<file path="src/rtl/led_bcd_conv_if.sv">
// led_bcd_conv_if: conversion request/result bundle between a requester and led_bcd_conv.
interface led_bcd_conv_if;
    logic        start;
    logic [31:0] bin;
    logic        busy;
    logic        done;
    logic        ovf;
    logic [31:0] num;
    modport master (output start, bin, input busy, done, ovf, num);
    modport slave (input start, bin, output busy, done, ovf, num);
endinterface

</file>
<file path="src/rtl/led_bcd_conv.sv">
// led_bcd_conv: 32-bit binary to 8-digit packed BCD by serial double-dabble, fixed 32-step latency.
// Optional leading-zero blanking (digits 7..1 -> 4'hF) when LED_BCD_BLANK_EN is defined.
module led_bcd_conv (
    input  logic          clk,
    input  logic          rst_n,
    led_bcd_conv_if.slave bus
);
    typedef enum logic {IDLE, SHIFT} state_t;
    state_t      r_state, w_state;
    logic [4:0]  r_cnt;
    logic [31:0] r_acc, r_sr, r_num;
    logic        r_ovf_next, r_ovf, r_done;
    logic [31:0] w_adj, w_conv, w_res;
    logic        w_last;
    for (genvar d = 0; d < 8; d++) begin : g_adj
        assign w_adj[4*d+:4] = (r_acc[4*d+:4] >= 4'd5) ? r_acc[4*d+:4] + 4'd3 : r_acc[4*d+:4];
    end
    // Value the accumulator will hold after the final step.
    assign w_conv = {w_adj[30:0], r_sr[31]};
`ifdef LED_BCD_BLANK_EN
    always_comb begin : blank_p
        logic lead;
        w_res = w_conv;
        lead  = 1'b1;
        for (int i = 7; i > 0; i--) begin
            lead = lead && (w_conv[4*i+:4] == 4'd0);
            if (lead) w_res[4*i+:4] = 4'hF;
        end
    end
`else
    assign w_res = w_conv;
`endif
    always_comb begin
        w_last  = (r_state == SHIFT) && (r_cnt == 5'd31);
        w_state = (r_state == IDLE) ? (bus.start ? SHIFT : IDLE) : (w_last ? IDLE : SHIFT);
    end
    always_ff @(posedge clk or negedge rst_n) begin
        if (!rst_n) begin
            r_state    <= IDLE;
            r_cnt      <= 5'd0;
            r_acc      <= 32'd0;
            r_sr       <= 32'd0;
            r_num      <= 32'd0;
            r_ovf_next <= 1'b0;
            r_ovf      <= 1'b0;
            r_done     <= 1'b0;
        end else begin
            r_state <= w_state;
            r_done  <= w_last;
            if (r_state == IDLE && bus.start) begin
                r_sr       <= bus.bin;
                r_acc      <= 32'd0;
                r_cnt      <= 5'd0;
                r_ovf_next <= bus.bin > 32'd99_999_999;
            end else if (r_state == SHIFT) begin
                {r_acc, r_sr} <= {w_adj, r_sr} << 1;
                r_cnt         <= r_cnt + 5'd1;
            end
            if (w_last) begin
                r_ovf <= r_ovf_next;
                r_num <= r_ovf_next ? 32'h9999_9999 : w_res;
            end
        end
    end
    assign bus.busy = (r_state == SHIFT);
    assign bus.done = r_done;
    assign bus.ovf  = r_ovf;
    assign bus.num  = r_num;
endmodule
</file>
<file path="src/flat_wrapper.sv">
// flat-port wrapper written by rule: the top's interface ports become plain ports
module led_bcd_conv_flat 
  (clk, rst_n, bus_start, bus_bin, bus_busy, bus_done, bus_ovf, bus_num);
  led_bcd_conv_if bus_i ();
  input  logic clk;
  input  logic rst_n;
  input wire logic [$bits(bus_i.start)-1:0] bus_start;
  input wire logic [$bits(bus_i.bin)-1:0] bus_bin;
  output wire logic [$bits(bus_i.busy)-1:0] bus_busy;
  output wire logic [$bits(bus_i.done)-1:0] bus_done;
  output wire logic [$bits(bus_i.ovf)-1:0] bus_ovf;
  output wire logic [$bits(bus_i.num)-1:0] bus_num;
  assign bus_i.start = bus_start;
  assign bus_i.bin = bus_bin;
  assign bus_busy = bus_i.busy;
  assign bus_done = bus_i.done;
  assign bus_ovf = bus_i.ovf;
  assign bus_num = bus_i.num;
  led_bcd_conv u_core (.clk(clk), .rst_n(rst_n), .bus(bus_i));
endmodule
</file>
<file path="config.mk">
export PLATFORM = sky130hd
export DESIGN_NAME = led_bcd_conv_flat
export DESIGN_NICKNAME = d
export VERILOG_FILES = /design/src/rtl/led_bcd_conv_if.sv /design/src/rtl/led_bcd_conv.sv /design/src/flat_wrapper.sv
export SDC_FILE = /design/constraint.sdc
export NUM_CORES = 1
export LEC_CHECK = 0
export CORE_MARGIN = 10
export CORE_UTILIZATION = 50
export CTS_CLUSTER_SIZE = 40
export DETAILED_ROUTE_END_ITERATION = 7
export PLACE_DENSITY = 0.86
export SYNTH_ARGS = -nofsm -noshare
export SYNTH_HDL_FRONTEND = slang
export SYNTH_SLANG_ARGS = --single-unit
export TNS_END_PERCENT = 20
</file>
<file path="constraint.sdc">
create_clock -name clk -period 1.71 [get_ports clk]
set_clock_uncertainty 0.15 [all_clocks]
set_input_delay 0.342 -clock clk [delete_from_list [all_inputs] [get_ports clk]]
set_output_delay 0.342 -clock clk [all_outputs]
set_load 0.02 [all_outputs]
</file>
==> metrics.txt <==
# TYPE chip_impl_metric gauge
chip_impl_metric{name="gpl.final_weighted_congestion",unit=""} 0.827
chip_impl_metric{name="core_region_area",unit="µm²"} 9820
chip_impl_info{name="cp-start-kind",value="flip-flop"} 1
chip_impl_metric{name="synth_xor_area_share",unit="%"} 1.56
chip_impl_metric{name="initial_core_util",unit="%"} 51.6
chip_impl_metric{name="synthAdderAreaFrac",unit="%"} 4.45
chip_impl_metric{name="comb_power_share",unit="%"} 47.7
chip_impl_metric{name="grt_pass1_vias",unit=""} 4174
chip_impl_metric{name="grt_antenna_before_repair",unit=""} 0
chip_impl_metric{name="final_util",unit="%"} 66.0
chip_impl_metric{name="overall_die_height",unit="µm"} 121
chip_impl_metric{name="timing.setup.tns",unit="ns"} -0.0701
chip_impl_metric{name="fin_worst_hold_slack",unit="ns"} 0.216
chip_impl_metric{name="overflow",unit=""} 0
chip_impl_metric{name="grt_pass1_wl",unit="µm"} 20600
chip_impl_metric{name="drt.antenna.violating_nets",unit=""} 0
chip_impl_metric{name="firstDrtPassIters",unit=""} 5
chip_impl_info{name="timing.hold.worst.class",value="input port to async pin"} 1
chip_impl_metric{name="routedWlPerCell",unit="µm"} 17.6
chip_impl_metric{name="area_of_combinational_cells_with_multiple_inputs",unit="µm²"} 2370
chip_impl_info{name="grt_setup_unrepaired",value="yes"} 1
chip_impl_info{name="synth_commonest_cells",value="sky130_fd_sc_hd__dfrtp_1, sky130_fd_sc_hd__nand2_1, sky130_fd_sc_hd__o21ai_0"} 1
chip_impl_metric{name="share_seq_of_total_power",unit="%"} 38.4
chip_impl_metric{name="synth_top_area_share",unit="%"} 51.9
chip_impl_metric{name="post-layout-total-power",unit="W"} 0.0117
chip_impl_metric{name="share_clk_of_total_power",unit="%"} 13.9
chip_impl_metric{name="ys_ff_latch",unit=""} 105
chip_impl_info{name="netlist_top_cells_area",value="sky130_fd_sc_hd__dfrtp_1, sky130_fd_sc_hd__mux2i_1, sky130_fd_sc_hd__o21ai_0"} 1
chip_impl_metric{name="layout.area.seq",unit="µm²"} 2630
chip_impl_metric{name="synth_cell_types",unit=""} 36
chip_impl_metric{name="synth.mux.area_fraction",unit="%"} 8.11
chip_impl_metric{name="maximum_clock_insertion_buffer_count",unit=""} 2
chip_impl_metric{name="rrSetupSlack",unit="ns"} -0.03
chip_impl_metric{name="vias_per_cell",unit=""} 5.70
chip_impl_metric{name="ys_seq_area_share",unit="%"} 51.9
chip_impl_metric{name="cp_data_required_time",unit="ns"} 1.83
chip_impl_metric{name="p_leak",unit="nW"} 3.06
chip_impl_metric{name="synthesis.instances",unit=""} 495
chip_impl_metric{name="finalWorstPathRequiredPeriod",unit="ns"} 1.74
chip_impl_metric{name="cts_buffers",unit=""} 9
chip_impl_metric{name="post_synth_and_or_nand_nor_area_fraction",unit="%"} 12.3
chip_impl_metric{name="fmax",unit="MHz"} 575
chip_impl_metric{name="power_report.internal_total",unit="W"} 0.00695
chip_impl_metric{name="synth_compound_gate_area_share",unit="%"} 17.6
chip_impl_metric{name="clk_pin_slew",unit="ns"} 0.11
chip_impl_info{name="synth_top_family_by_area",value="compound AO/OA/AOI/OAI gates"} 1
chip_impl_info{name="classification_of_the_worst_setup_path",value="flip-flop to flip-flop"} 1
chip_impl_metric{name="fp-row-count",unit=""} 36
chip_impl_info{name="most_instantiated_flip_flop_cell_in_the_synthesis_netlist",value="sky130_fd_sc_hd__dfrtp_1"} 1
chip_impl_metric{name="port_buffers",unit=""} 69
chip_impl_metric{name="setup_slack",unit="ns"} -0.0278
chip_impl_metric{name="latest_clock_arrival_within_the_worst_skew_pair",unit="ns"} 0.38
chip_impl_metric{name="htreeDepth",unit=""} 3
chip_impl_metric{name="global_route.usage.total",unit="%"} 17.2
chip_impl_info{name="synth_top_area_cell",value="sky130_fd_sc_hd__dfrtp_1"} 1
chip_impl_info{name="synth.most_common_cell",value="sky130_fd_sc_hd__dfrtp_1"} 1
chip_impl_info{name="cts.root.buffer_cell",value="sky130_fd_sc_hd__clkbuf_8"} 1
chip_impl_metric{name="drive_gt1_share",unit="%"} 16.0
chip_impl_metric{name="synth-async-reset-ratio",unit="%"} 100
chip_impl_info{name="crit_path_end_kind",value="flip-flop"} 1
chip_impl_metric{name="total_nets_after_synthesis",unit=""} 548
chip_impl_metric{name="maximum_number_of_pins_on_one_net_before_global_route_repair",unit=""} 64
chip_impl_metric{name="tightest_slew",unit="ns"} 0.485
chip_impl_metric{name="post-dp-hpwl",unit="µm"} 8870
chip_impl_metric{name="route.final.wire_length",unit="µm"} 12700
chip_impl_metric{name="synth.yosys.warnings",unit=""} 0
chip_impl_metric{name="final_hold_viol_count",unit=""} 0
chip_impl_metric{name="slew_headroom",unit="%"} 67.7
chip_impl_metric{name="p_switching",unit="W"} 0.00473
chip_impl_info{name="failed_checks",value="negative setup slack"} 1
chip_impl_metric{name="number_of_design_rule_violations_left_by_the_first_detailed_router_iteration",unit=""} 305
chip_impl_metric{name="synth_enable_flop_cells",unit=""} 0
chip_impl_info{name="tritoncts_clock_tree",value="done"} 1
chip_impl_metric{name="area_growth",unit="%"} 28.0
chip_impl_metric{name="peakVddDrop",unit="mV"} 0.699
chip_impl_metric{name="cap_violations",unit=""} 0
chip_impl_metric{name="via_count",unit=""} 4104
chip_impl_metric{name="switching_share",unit="%"} 40.5
chip_impl_metric{name="p_per_area",unit="nW/µm²"} 1800
chip_impl_metric{name="report.final.slew_viol_count",unit=""} 0
chip_impl_metric{name="syn-mean-instance-area",unit="µm²"} 10.2
chip_impl_info{name="run_status",value="complete, but fails checks"} 1
chip_impl_metric{name="worst_reg2reg_path_length_in_cells",unit=""} 7
chip_impl_metric{name="setup_violations",unit=""} 5
chip_impl_metric{name="design.die.area",unit="µm²"} 14500
chip_impl_metric{name="drt_drc_violations_left",unit=""} 0
chip_impl_metric{name="die_w",unit="µm"} 121
chip_impl_metric{name="post-route-period-util",unit="%"} 102
chip_impl_metric{name="cts.sink_count",unit=""} 105
chip_impl_metric{name="crit_arrival",unit="ns"} 1.85
chip_impl_metric{name="antenna_cells_inserted",unit=""} 0
chip_impl_metric{name="timing.critical_path.fanout_max",unit=""} 5
chip_impl_metric{name="nFillCells",unit=""} 787
chip_impl_metric{name="num_io_pins",unit=""} 70
chip_impl_metric{name="layout.nets",unit=""} 635
chip_impl_metric{name="syn_area",unit="µm²"} 5060
[cell usage in the layout (no fill, tap or decap), types with 4 or more instances in the layout]
cell                                n
sky130_fd_sc_hd__dlygate4sd2_1     35
sky130_fd_sc_hd__mux2i_2            6
sky130_fd_sc_hd__nand2b_1           7
sky130_fd_sc_hd__nor2_2             7
sky130_fd_sc_hd__nor3b_1            7
sky130_fd_sc_hd__buf_12             6
sky130_fd_sc_hd__xnor2_1            8
sky130_fd_sc_hd__o21ai_0           50
sky130_fd_sc_hd__mux2i_1           35
sky130_fd_sc_hd__nand2_1           51
sky130_fd_sc_hd__a32o_1             7
sky130_fd_sc_hd__a21o_1            23
sky130_fd_sc_hd__and3_1             8
sky130_fd_sc_hd__clkbuf_8           9
sky130_fd_sc_hd__a22o_1            17
sky130_fd_sc_hd__a31oi_1            8
sky130_fd_sc_hd__a21oi_1           24
sky130_fd_sc_hd__inv_1             15
sky130_fd_sc_hd__ha_1              12
sky130_fd_sc_hd__buf_4             25
sky130_fd_sc_hd__nor2_1            22
sky130_fd_sc_hd__nor3_1             9
sky130_fd_sc_hd__clkdlybuf4s50_1   32
sky130_fd_sc_hd__a21oi_2            7
sky130_fd_sc_hd__dfrtp_1          101
sky130_fd_sc_hd__buf_6              4
sky130_fd_sc_hd__nand3_1            9
sky130_fd_sc_hd__dfrtp_2            4
[flip-flops by register name (all words and copies together) (netlist names)]
register and cells:
u_core.bus.num 32, u_core.r_acc 32, u_core.r_sr 32, u_core.r_cnt 5, u_core.bus.busy 1, u_core.bus.done 1, u_core.bus.ovf 1, u_core.r_ovf_next 1
[routing by layer]
layer / wire length, µm / global-route usage, %
met5: 0 / 0
met4: 143 / 5.88
met3: 809 / 4.51
met2: 6420 / 29.1
met1: 5280 / 20.7
[power groups by stage]
| stage | sequential (W) | clock (W) | combinational [W] |
|---|---|---|---|
| after floorplan | 0.00471 | 0 | 0.00303 |
| after CTS | 0.00440 | 0.00166 | 0.00521 |
| after global routing | 0.00461 | 0.00180 | 0.00608 |
| final | 0.00448 | 0.00163 | 0.00557 |
| after detailed placement | 0.00444 | 0 | 0.00537 |
| after global placement | 0.00436 | 0 | 0.00504 |
[cell type report]
class                   instances  share of cell area, %
well taps                     133                   2.57
flip-flops and latches        105                   40.6
inverters                      19                   1.35
clock inverters                 7                   1.33
multi-input cells             342                   36.6
repair buffers                105                   15.6
clock buffers                   9                   1.91
[worst max-delay path, cell delays in order, from the launching register on]
cell	delay, ns
sky130_fd_sc_hd__dfrtp_1	0.37
sky130_fd_sc_hd__ha_2	0.19
sky130_fd_sc_hd__and3_4	0.21
sky130_fd_sc_hd__ha_4	0.15
sky130_fd_sc_hd__nand2_4	0.06
sky130_fd_sc_hd__buf_8	0.15
sky130_fd_sc_hd__buf_6	0.13
sky130_fd_sc_hd__a22o_1	0.23
[cells by family after synthesis]
kind of cell | count (synthesis)
AOI/OAI and AO/OA | 142
and+or+nand+nor | 132
DFF | 105
buffers and inverters | 48
muxes | 41
adders and majority gates | 18
xor gates and xnor gates | 9
[worst paths after layout]
check	endpoint	start
max	u_core.bus.num[30]$_DFFE_PN0P_	u_core.r_cnt[0]$_DFFE_PN0P_
min	u_core.r_acc[8]$_DFFE_PN0P_	rst_n
max reg2reg	u_core.bus.num[30]$_DFFE_PN0P_	u_core.r_cnt[0]$_DFFE_PN0P_
min reg2reg	u_core.bus.ovf$_DFFE_PN0P_	u_core.bus.ovf$_DFFE_PN0P_
max in group asynchronous	u_core.bus.busy$_DFF_PN0_	rst_n
min in group clk	u_core.bus.ovf$_DFFE_PN0P_	u_core.bus.ovf$_DFFE_PN0P_
[timing repair]
item,CTS,global route
hold buffers,1,0
setup endpoints to repair,71,46
gates resized for setup,52,34
setup buffers,1,1
endpoints found under the hold margin,105,0
pin swaps,1,17
[stage by stage]
step / instance area (µm²) / instances / setup slack (ns)
after floorplan: 5080 / 495 / 0.00852
after global placement: 6100 / 701 / -0.231
after detailed placement: 6100 / 701 / -0.297
after CTS: 6340 / 719 / -0.0765
after global routing: 6480 / 720 / -0.0783
final: 6480 / 720 / -0.0278
Power figures use the tool's default switching activity.
